$ cat config.mk
export PLATFORM = sky130hd
export DESIGN_NAME = fp_subtractor_seq
export DESIGN_NICKNAME = d
export VERILOG_FILES = /design/src/rtl/fpu_pkg.sv /design/src/rtl/fp_align_shift.sv /design/src/rtl/fp_subtractor_seq.sv
export SDC_FILE = /design/constraint.sdc
export NUM_CORES = 1
export LEC_CHECK = 0
export BUFFER_PORTS_ARGS = -buffer_cell sky130_fd_sc_hd__buf_2
export CAP_MARGIN = 0
export CELL_PAD_IN_SITES_DETAIL_PLACEMENT = 0
export CELL_PAD_IN_SITES_GLOBAL_PLACEMENT = 1
export CORE_UTILIZATION = 45
export DETAILED_ROUTE_END_ITERATION = 7
export HOLD_SLACK_MARGIN = 0.1
export PLACE_DENSITY_LB_ADDON = 0.1
export SLEW_MARGIN = 20
export SYNTH_ARGS = -nofsm -noshare
export SYNTH_HDL_FRONTEND = slang
export SYNTH_HIERARCHICAL = 1
export SYNTH_SLANG_ARGS = --single-unit
$ cat constraint.sdc
create_clock -name clk -period 20.4 [get_ports clk]
set_input_delay 2.04 -clock clk [delete_from_list [all_inputs] [get_ports clk]]
set_output_delay 2.04 -clock clk [all_outputs]
set_load 0.1 [all_outputs]
$ cat src/rtl/fpu_pkg.sv
// Shared FPU types: IEEE-754 single field layout, special encodings and subtractor FSM states.
// Pure declarations; no timing or backpressure of its own.
package fpu_pkg;

  localparam int EXP_BIAS   = 127;
  localparam int EXP_W      = 8;
  localparam int FRAC_W     = 23;
  localparam int MANT_EXT_W = 27;

  localparam logic [31:0] QNAN    = 32'h7FC00000;
  localparam logic [31:0] POS_INF = 32'h7F800000;
  localparam logic [31:0] NEG_INF = 32'hFF800000;

  typedef enum logic [2:0] {
    ST_IDLE,
    ST_UNPACK,
    ST_ALIGN,
    ST_NORM,
    ST_PACK
  } fsm_state_t;

  typedef struct packed {
    logic              sign;
    logic [EXP_W-1:0]  exp;
    logic [FRAC_W-1:0] frac;
  } fp32_t;

  function automatic logic [31:0] signed_inf(input logic s);
    return s ? NEG_INF : POS_INF;
  endfunction

  function automatic logic [4:0] lead_zeros(input logic [MANT_EXT_W-1:0] m);
    logic [4:0] n;
    logic       found;
    n     = 5'd0;
    found = 1'b0;
    for (int i = MANT_EXT_W - 1; i >= 0; i--) begin
      if (!found && !m[i]) n = n + 5'd1;
      else                 found = 1'b1;
    end
    return n;
  endfunction

endpackage

$ cat src/rtl/fp_align_shift.sv
// Combinational 27-bit right barrel shifter; sticky is the OR of every bit shifted out.
// Zero latency, no flow control; shifts of 27 or more leave only the sticky bit.
module fp_align_shift
  import fpu_pkg::*;
(
  input  logic [MANT_EXT_W-1:0] din,
  input  logic [7:0]            shamt,
  output logic [MANT_EXT_W-1:0] dout,
  output logic                  sticky
);

  logic [2*MANT_EXT_W-1:0] wide;

  always_comb begin
    wide   = '0;
    dout   = '0;
    sticky = 1'b0;
    if (shamt >= 8'd27) begin
      sticky = |din;
    end else begin
      wide   = {din, {MANT_EXT_W{1'b0}}} >> shamt;
      dout   = wide[2*MANT_EXT_W-1:MANT_EXT_W];
      sticky = |wide[MANT_EXT_W-1:0];
    end
  end

endmodule

$ cat src/rtl/fp_subtractor_seq.sv
// Multi-cycle single-precision a - b, round toward zero; 3 + ceil(lz/NORM_STEP) cycles, specials 2.
// start is taken only while idle (busy=0); a start during an operation is dropped, not queued.
module fp_subtractor_seq
  import fpu_pkg::*;
#(
  parameter int NORM_STEP = 1
) (
  input  logic        clk,
  input  logic        rst_n,
  input  logic        start,
  input  logic [31:0] a,
  input  logic [31:0] b,
  output logic        busy,
  output logic        done,
  output logic [31:0] result
);

  fsm_state_t            state;
  fp32_t                 a_q, b_q;
  logic                  sign_r, eff_sub_r, special_r;
  logic [31:0]           spec_val_r;
  logic signed [9:0]     exp_r;
  logic [MANT_EXT_W-1:0] mant_r, sml_r;
  logic [7:0]            diff_r;

  logic                  a_zero, b_zero, a_inf, b_inf, a_nan, b_nan, a_ge, bsign;
  logic [FRAC_W-1:0]     fa, fb;
  logic                  is_spec;
  logic [31:0]           spec_val;

  // Classification of the captured operands; denormals are flushed to zero here.
  always_comb begin
    a_zero = (a_q.exp == '0);
    b_zero = (b_q.exp == '0);
    a_inf  = (a_q.exp == '1) && (a_q.frac == '0);
    b_inf  = (b_q.exp == '1) && (b_q.frac == '0);
    a_nan  = (a_q.exp == '1) && (a_q.frac != '0);
    b_nan  = (b_q.exp == '1) && (b_q.frac != '0);
    fa     = a_zero ? '0 : a_q.frac;
    fb     = b_zero ? '0 : b_q.frac;
    bsign  = ~b_q.sign;
    a_ge   = ({a_q.exp, fa} >= {b_q.exp, fb});

    is_spec  = 1'b1;
    spec_val = '0;
    if (a_nan || b_nan)      spec_val = QNAN;
    else if (a_inf && b_inf) spec_val = (a_q.sign == b_q.sign) ? QNAN : signed_inf(a_q.sign);
    else if (a_inf)          spec_val = signed_inf(a_q.sign);
    else if (b_inf)          spec_val = signed_inf(bsign);
    else if (a_zero && b_zero) spec_val = {a_q.sign & bsign, 31'b0};
    else if (a_q == b_q)     spec_val = '0;
    else                     is_spec  = 1'b0;
  end

  logic [MANT_EXT_W-1:0] al_m, sm, dif, al_mant;
  logic                  al_s, al_inc;
  logic [MANT_EXT_W:0]   sum;

  fp_align_shift u_align (
    .din    (sml_r),
    .shamt  (diff_r),
    .dout   (al_m),
    .sticky (al_s)
  );

  always_comb begin
    sm      = al_m | {{(MANT_EXT_W-1){1'b0}}, al_s};
    sum     = {1'b0, mant_r} + {1'b0, sm};
    dif     = mant_r - sm;
    al_inc  = 1'b0;
    al_mant = eff_sub_r ? dif : sum[MANT_EXT_W-1:0];
    if (!eff_sub_r && sum[MANT_EXT_W]) begin
      al_mant = {sum[MANT_EXT_W:2], sum[1] | sum[0]};
      al_inc  = 1'b1;
    end
  end

  logic [4:0] lz, sh;

  always_comb begin
    lz = lead_zeros(mant_r);
    sh = (lz < 5'(NORM_STEP)) ? lz : 5'(NORM_STEP);
  end

  always_ff @(posedge clk or negedge rst_n) begin
    if (!rst_n) begin
      state      <= ST_IDLE;
      a_q        <= '0;
      b_q        <= '0;
      sign_r     <= 1'b0;
      eff_sub_r  <= 1'b0;
      special_r  <= 1'b0;
      spec_val_r <= '0;
      exp_r      <= '0;
      mant_r     <= '0;
      sml_r      <= '0;
      diff_r     <= '0;
      busy       <= 1'b0;
      done       <= 1'b0;
      result     <= '0;
    end else begin
      done <= 1'b0;
      case (state)
        ST_IDLE: begin
          if (start) begin
            a_q   <= a;
            b_q   <= b;
            busy  <= 1'b1;
            state <= ST_UNPACK;
          end
        end
        ST_UNPACK: begin
          special_r  <= is_spec;
          spec_val_r <= spec_val;
          sign_r     <= a_ge ? a_q.sign : bsign;
          eff_sub_r  <= (a_q.sign != bsign);
          exp_r      <= a_ge ? $signed({2'b00, a_q.exp}) : $signed({2'b00, b_q.exp});
          mant_r     <= a_ge ? {~a_zero, fa, 3'b000} : {~b_zero, fb, 3'b000};
          sml_r      <= a_ge ? {~b_zero, fb, 3'b000} : {~a_zero, fa, 3'b000};
          diff_r     <= a_ge ? (a_q.exp - b_q.exp) : (b_q.exp - a_q.exp);
          state      <= is_spec ? ST_PACK : ST_ALIGN;
        end
        ST_ALIGN: begin
          mant_r <= al_mant;
          if (al_inc) exp_r <= exp_r + 10'sd1;
          state  <= (al_mant[MANT_EXT_W-1] || al_mant == '0) ? ST_PACK : ST_NORM;
        end
        ST_NORM: begin
          mant_r <= mant_r << sh;
          exp_r  <= exp_r - $signed({5'b00000, sh});
          if (lz <= 5'(NORM_STEP)) state <= ST_PACK;
        end
        ST_PACK: begin
          if (special_r)                result <= spec_val_r;
          else if (mant_r == '0)        result <= '0;
          else if (exp_r >= 10'sd255)   result <= signed_inf(sign_r);
          else if (exp_r <= 10'sd0)     result <= {sign_r, 31'b0};
          else                          result <= {sign_r, exp_r[7:0], mant_r[MANT_EXT_W-2:3]};
          done  <= 1'b1;
          busy  <= 1'b0;
          state <= ST_IDLE;
        end
        default: state <= ST_IDLE;
      endcase
    end
  end

endmodule

==> results.md <==
- Across all hold checks on the routed design, the worst slack comes to ~480 ps.
- The run finished with clean final reports.
- The clock drives between 150 and 200 sinks.
- Counting flops and latches in the post-synthesis netlist gives 176.
- The final-layout setup total negative slack is 0 ps.
- The starting DRC count in detailed routing is 1707.
- Sorting the synthesized cells by area gives the leading types as dfrtp_1, ha_1, nand2_1.
- The number of flops mapped to enable cells by yosys is 0.
- In this run, post-CTS hold repair placed 0 buffers.
- The area of the core region is roughly 0.041 sq mm.
- The required time at the endpoint of the critical path is roughly 21000 ps.
- In this run, distinct cell masters in the synthesized netlist total 100.
- Across all layers, the routed design uses approximately 18000 vias.
- The HPWL reported at the end of detailed placement is 48.46 mm.
- The fraction of registers with async set or reset after synthesis is 100.0%.
- The first detailed-routing pass ran for 6 iterations.
- The critical path is of the reg2reg type.
- The clock reaches the later pin of the worst-skew pair after about 460 ps.
- The number of top-level pins is 101.
- The fmax is 53.59 MHz.
- The share of synthesized area in the top cell type comes to between 20% and 30%.
- The cell family contributing the most delay on the critical path is adder cells.
- The critical path capture point type is a flop.
- STA classifies the critical path startpoint as a flop.
- Data arrives at the worst endpoint at roughly 19000 ps.
- The count of nets after finishing is between 2000 and 3000.
- The largest area contributor in the netlist is dfrtp_1.
- The cell area after synthesis is between 0.015 and 0.02 sq mm.
- The via count normalized by instance count is 6.141.
- In this run the tool buffered the top-level ports with 100 buffer cells.
- Before CTS, the worst setup slack after placement is about 1200 ps.
- The slew of the pin with the lowest slew margin is between 1000 and 1500 ps.
- The final layout contains routed wiring with a total length of approximately 63 mm.
- In this run the worst hold path is classified as reg2reg.
- The die footprint is roughly 0.043 sq mm.
- Summed over all layers, the global routing overflow is 0.
- The number of antenna violations at the first check in global routing is 0.
- Setup repair after global routing left no endpoint under its margin.
- From left edge to right edge, the die measures 206.8 um.
- The CTS buffer count is 17.
- The most numerous cell type found on the critical path is ha_1.
- The placement row count is 74.
- In this run the worst path has a maximum fanout of 48.
- For this run, the slowest stage of the critical path takes about 500 ps.
- The mux cell area share after synthesis is between 10% and 20%.
- The number of diodes added for antenna fixing is 0.
- The global-route total usage across every layer is between 20% and 30%.
- The post-synthesis average cell area is approximately 8 sq um.
- Clock-pin slew was measured on the worst setup and hold paths at roughly 80 ps.
- The sequential element share of the synthesized area is around a quarter.
- Summing the areas of all compound-gate instances in the mapped netlist gives 23.55% of the synthesized area.
- The worst max-slew margin expressed relative to the limit is between 20% and 30%.
- The most used flip-flop cell after synthesis is dfrtp_1.
- The first global-routing pass estimated around 100 mm of wire.
- The number of buffers on the longest clock path is 2.
- The final period demand of the worst path is between 15000 and 20000 ps.
- The gate count after technology mapping is between 2000 and 2500.
- The initial utilization of the core area, before any placement, comes to between 40% and 50%.
- The final hold violation count came to 0.
- Routability-driven placement finished with a final weighted congestion of 0.9568.
- The buffer and inverter count on the worst path is 3.
- For the final database, setup skew stands at between 15 and 20 ps.
- During synthesis, Yosys emitted a total of 6 warnings.
- In the final routed layout, each cell accounts on average for around 21 um.
- Summing the areas of all and, or, nand and nor instances in the mapped netlist gives between 10% and 20% of the synthesized area.
- The clock tree from TritonCTS is done.
- Cells with a size suffix above 1 make up about an eighth of the layout.
- In this run the remaining antenna-violating nets after routing total 0.
- The least setup slack across all paths after layout is between 1500 and 2000 ps.
- The count of final setup violators is 0.
- The cell at the root of the clock tree is clkbuf_16.
- The final count of pins violating max slew came to 0.
- The setup check on the worst reg-to-reg path leaves a slack of 1740 ps.
- The post-synthesis adder-cell area fraction is around a tenth.
- The cell with the largest stage delay on the worst path is dfrtp_2.
- In the routed design, unresolved DRC markers number 0.
- The number of global-route vias before repair came to between 15000 and 20000.
- Max-cap violations in this run came to 0.
- Dividing the final minimum period by the clock period gives approximately 91%.
- The overall die height is just over 200 um.
- The largest net degree at the start of global routing is 83.
- The area added between synthesis and finish is 7.661%.
- The dominant combinational cell family by area after synthesis is compound AO/OA/AOI/OAI gates.
- The XOR/XNOR share of the synthesized area is slightly below 7%.
- The deepest level of the CTS H-tree is 4.
[final timing paths]
path,startpoint,end,cells after the start
worst max register to register,mant_r[26],exp_r[9],103
max in group asynchronous,rst_n,result[3],3
worst min-delay path,busy,busy,1
worst max-delay path,mant_r[26],exp_r[9],103
min in group asynchronous,rst_n,a_q[3],1
worst min register to register,busy,busy,1
[metrics by stage]
step           cell area (sq um)  std cells  utilization, %
2_1_floorplan              18930       2378               -
3_3_place_gp               19670       2888           47.84
3_5_place_dp               19670       2888           47.85
4_1_cts                    20270       2920           49.30
5_1_grt                    20330       2923           49.45
6_report                   20330       2923           49.45
[cell type report]
| type | count | area (sq um) |
|---|---|---|
| Timing Repair Buffer | 126 | 729.5 |
| Inverter | 160 | 600.6 |
| Tap cell | 532 | 665.6 |
| Multi-Input combinational cell | 1897 | 13330 |
| Sequential cell | 176 | 4409 |
| Fill cell | 4144 | 20780 |
| Clock buffer | 17 | 425.4 |
| Clock inverter | 15 | 170.2 |
[cell families (layout without fill, tap and decap cells)]
group	count (synthesis)	in the layout
muxes	155	155
DFF	176	176
AOI/OAI and AO/OA	701	701
xor gates and xnor gates	125	125
buffers and inverters	305	318
and+or+nand+nor	762	762
other	1	15
adders and majority gates	139	139
[sequential cells by signal (all words and copies together), names as in the netlist]
signal      cells
a_q            32
b_q            32
busy            1
diff_r          8
done            1
eff_sub_r       1
exp_r          10
mant_r         27
result         32
sign_r          1
sml_r          24
spec_val_r      3
special_r       1
state           3
[layer usage]
metal  part of all wire (%)  track usage (%)
met5                      0                0
met2                     44            45.39
met1                     49            44.42
met4                    1.6            6.465
met3                    5.3            3.407
[cells in the mapped netlist (all sizes together), types with 33 or more instances]
master,number
nand2,265
dfrtp,176
mux2i,50
mux2,76
a31oi,39
buf,37
a21o,42
xor2,33
ha,128
nor2,191
o21ai,207
clkbuf,108
a21oi,176
nor4,44
nor2b,34
nand3,36
nor3,56
xnor2,80
inv,159
[what timing repair did]
action / CTS / global route
buffers inserted: 0 / 3
gates resized for setup: 0 / 10
setup endpoints to repair: 0 / 4
[cells in the final DEF (no fill, tap or decap), types with 16 or more instances in the layout]
master / count
ha_1: 128
xnor2_1: 76
nor2b_1: 34
nand3_1: 35
buf_2: 99
inv_1: 158
a2bb2oi_1: 22
nand4_1: 21
a21o_1: 42
a31oi_1: 39
dfrtp_1: 172
o21ai_0: 191
nand2_1: 263
xor2_1: 33
nor4_1: 40
a21oi_1: 176
mux2_2: 76
nor2_1: 188
a211oi_1: 19
mux2i_1: 50
nor3_1: 53
buf_4: 24
a22o_1: 25
clkbuf_16: 17
and3_1: 16
o211ai_1: 19
o21a_1: 16
nand2b_1: 29
Power is not shown: default switching activity piles up to over one toggle a cycle in this logic, so the estimate is an artifact.
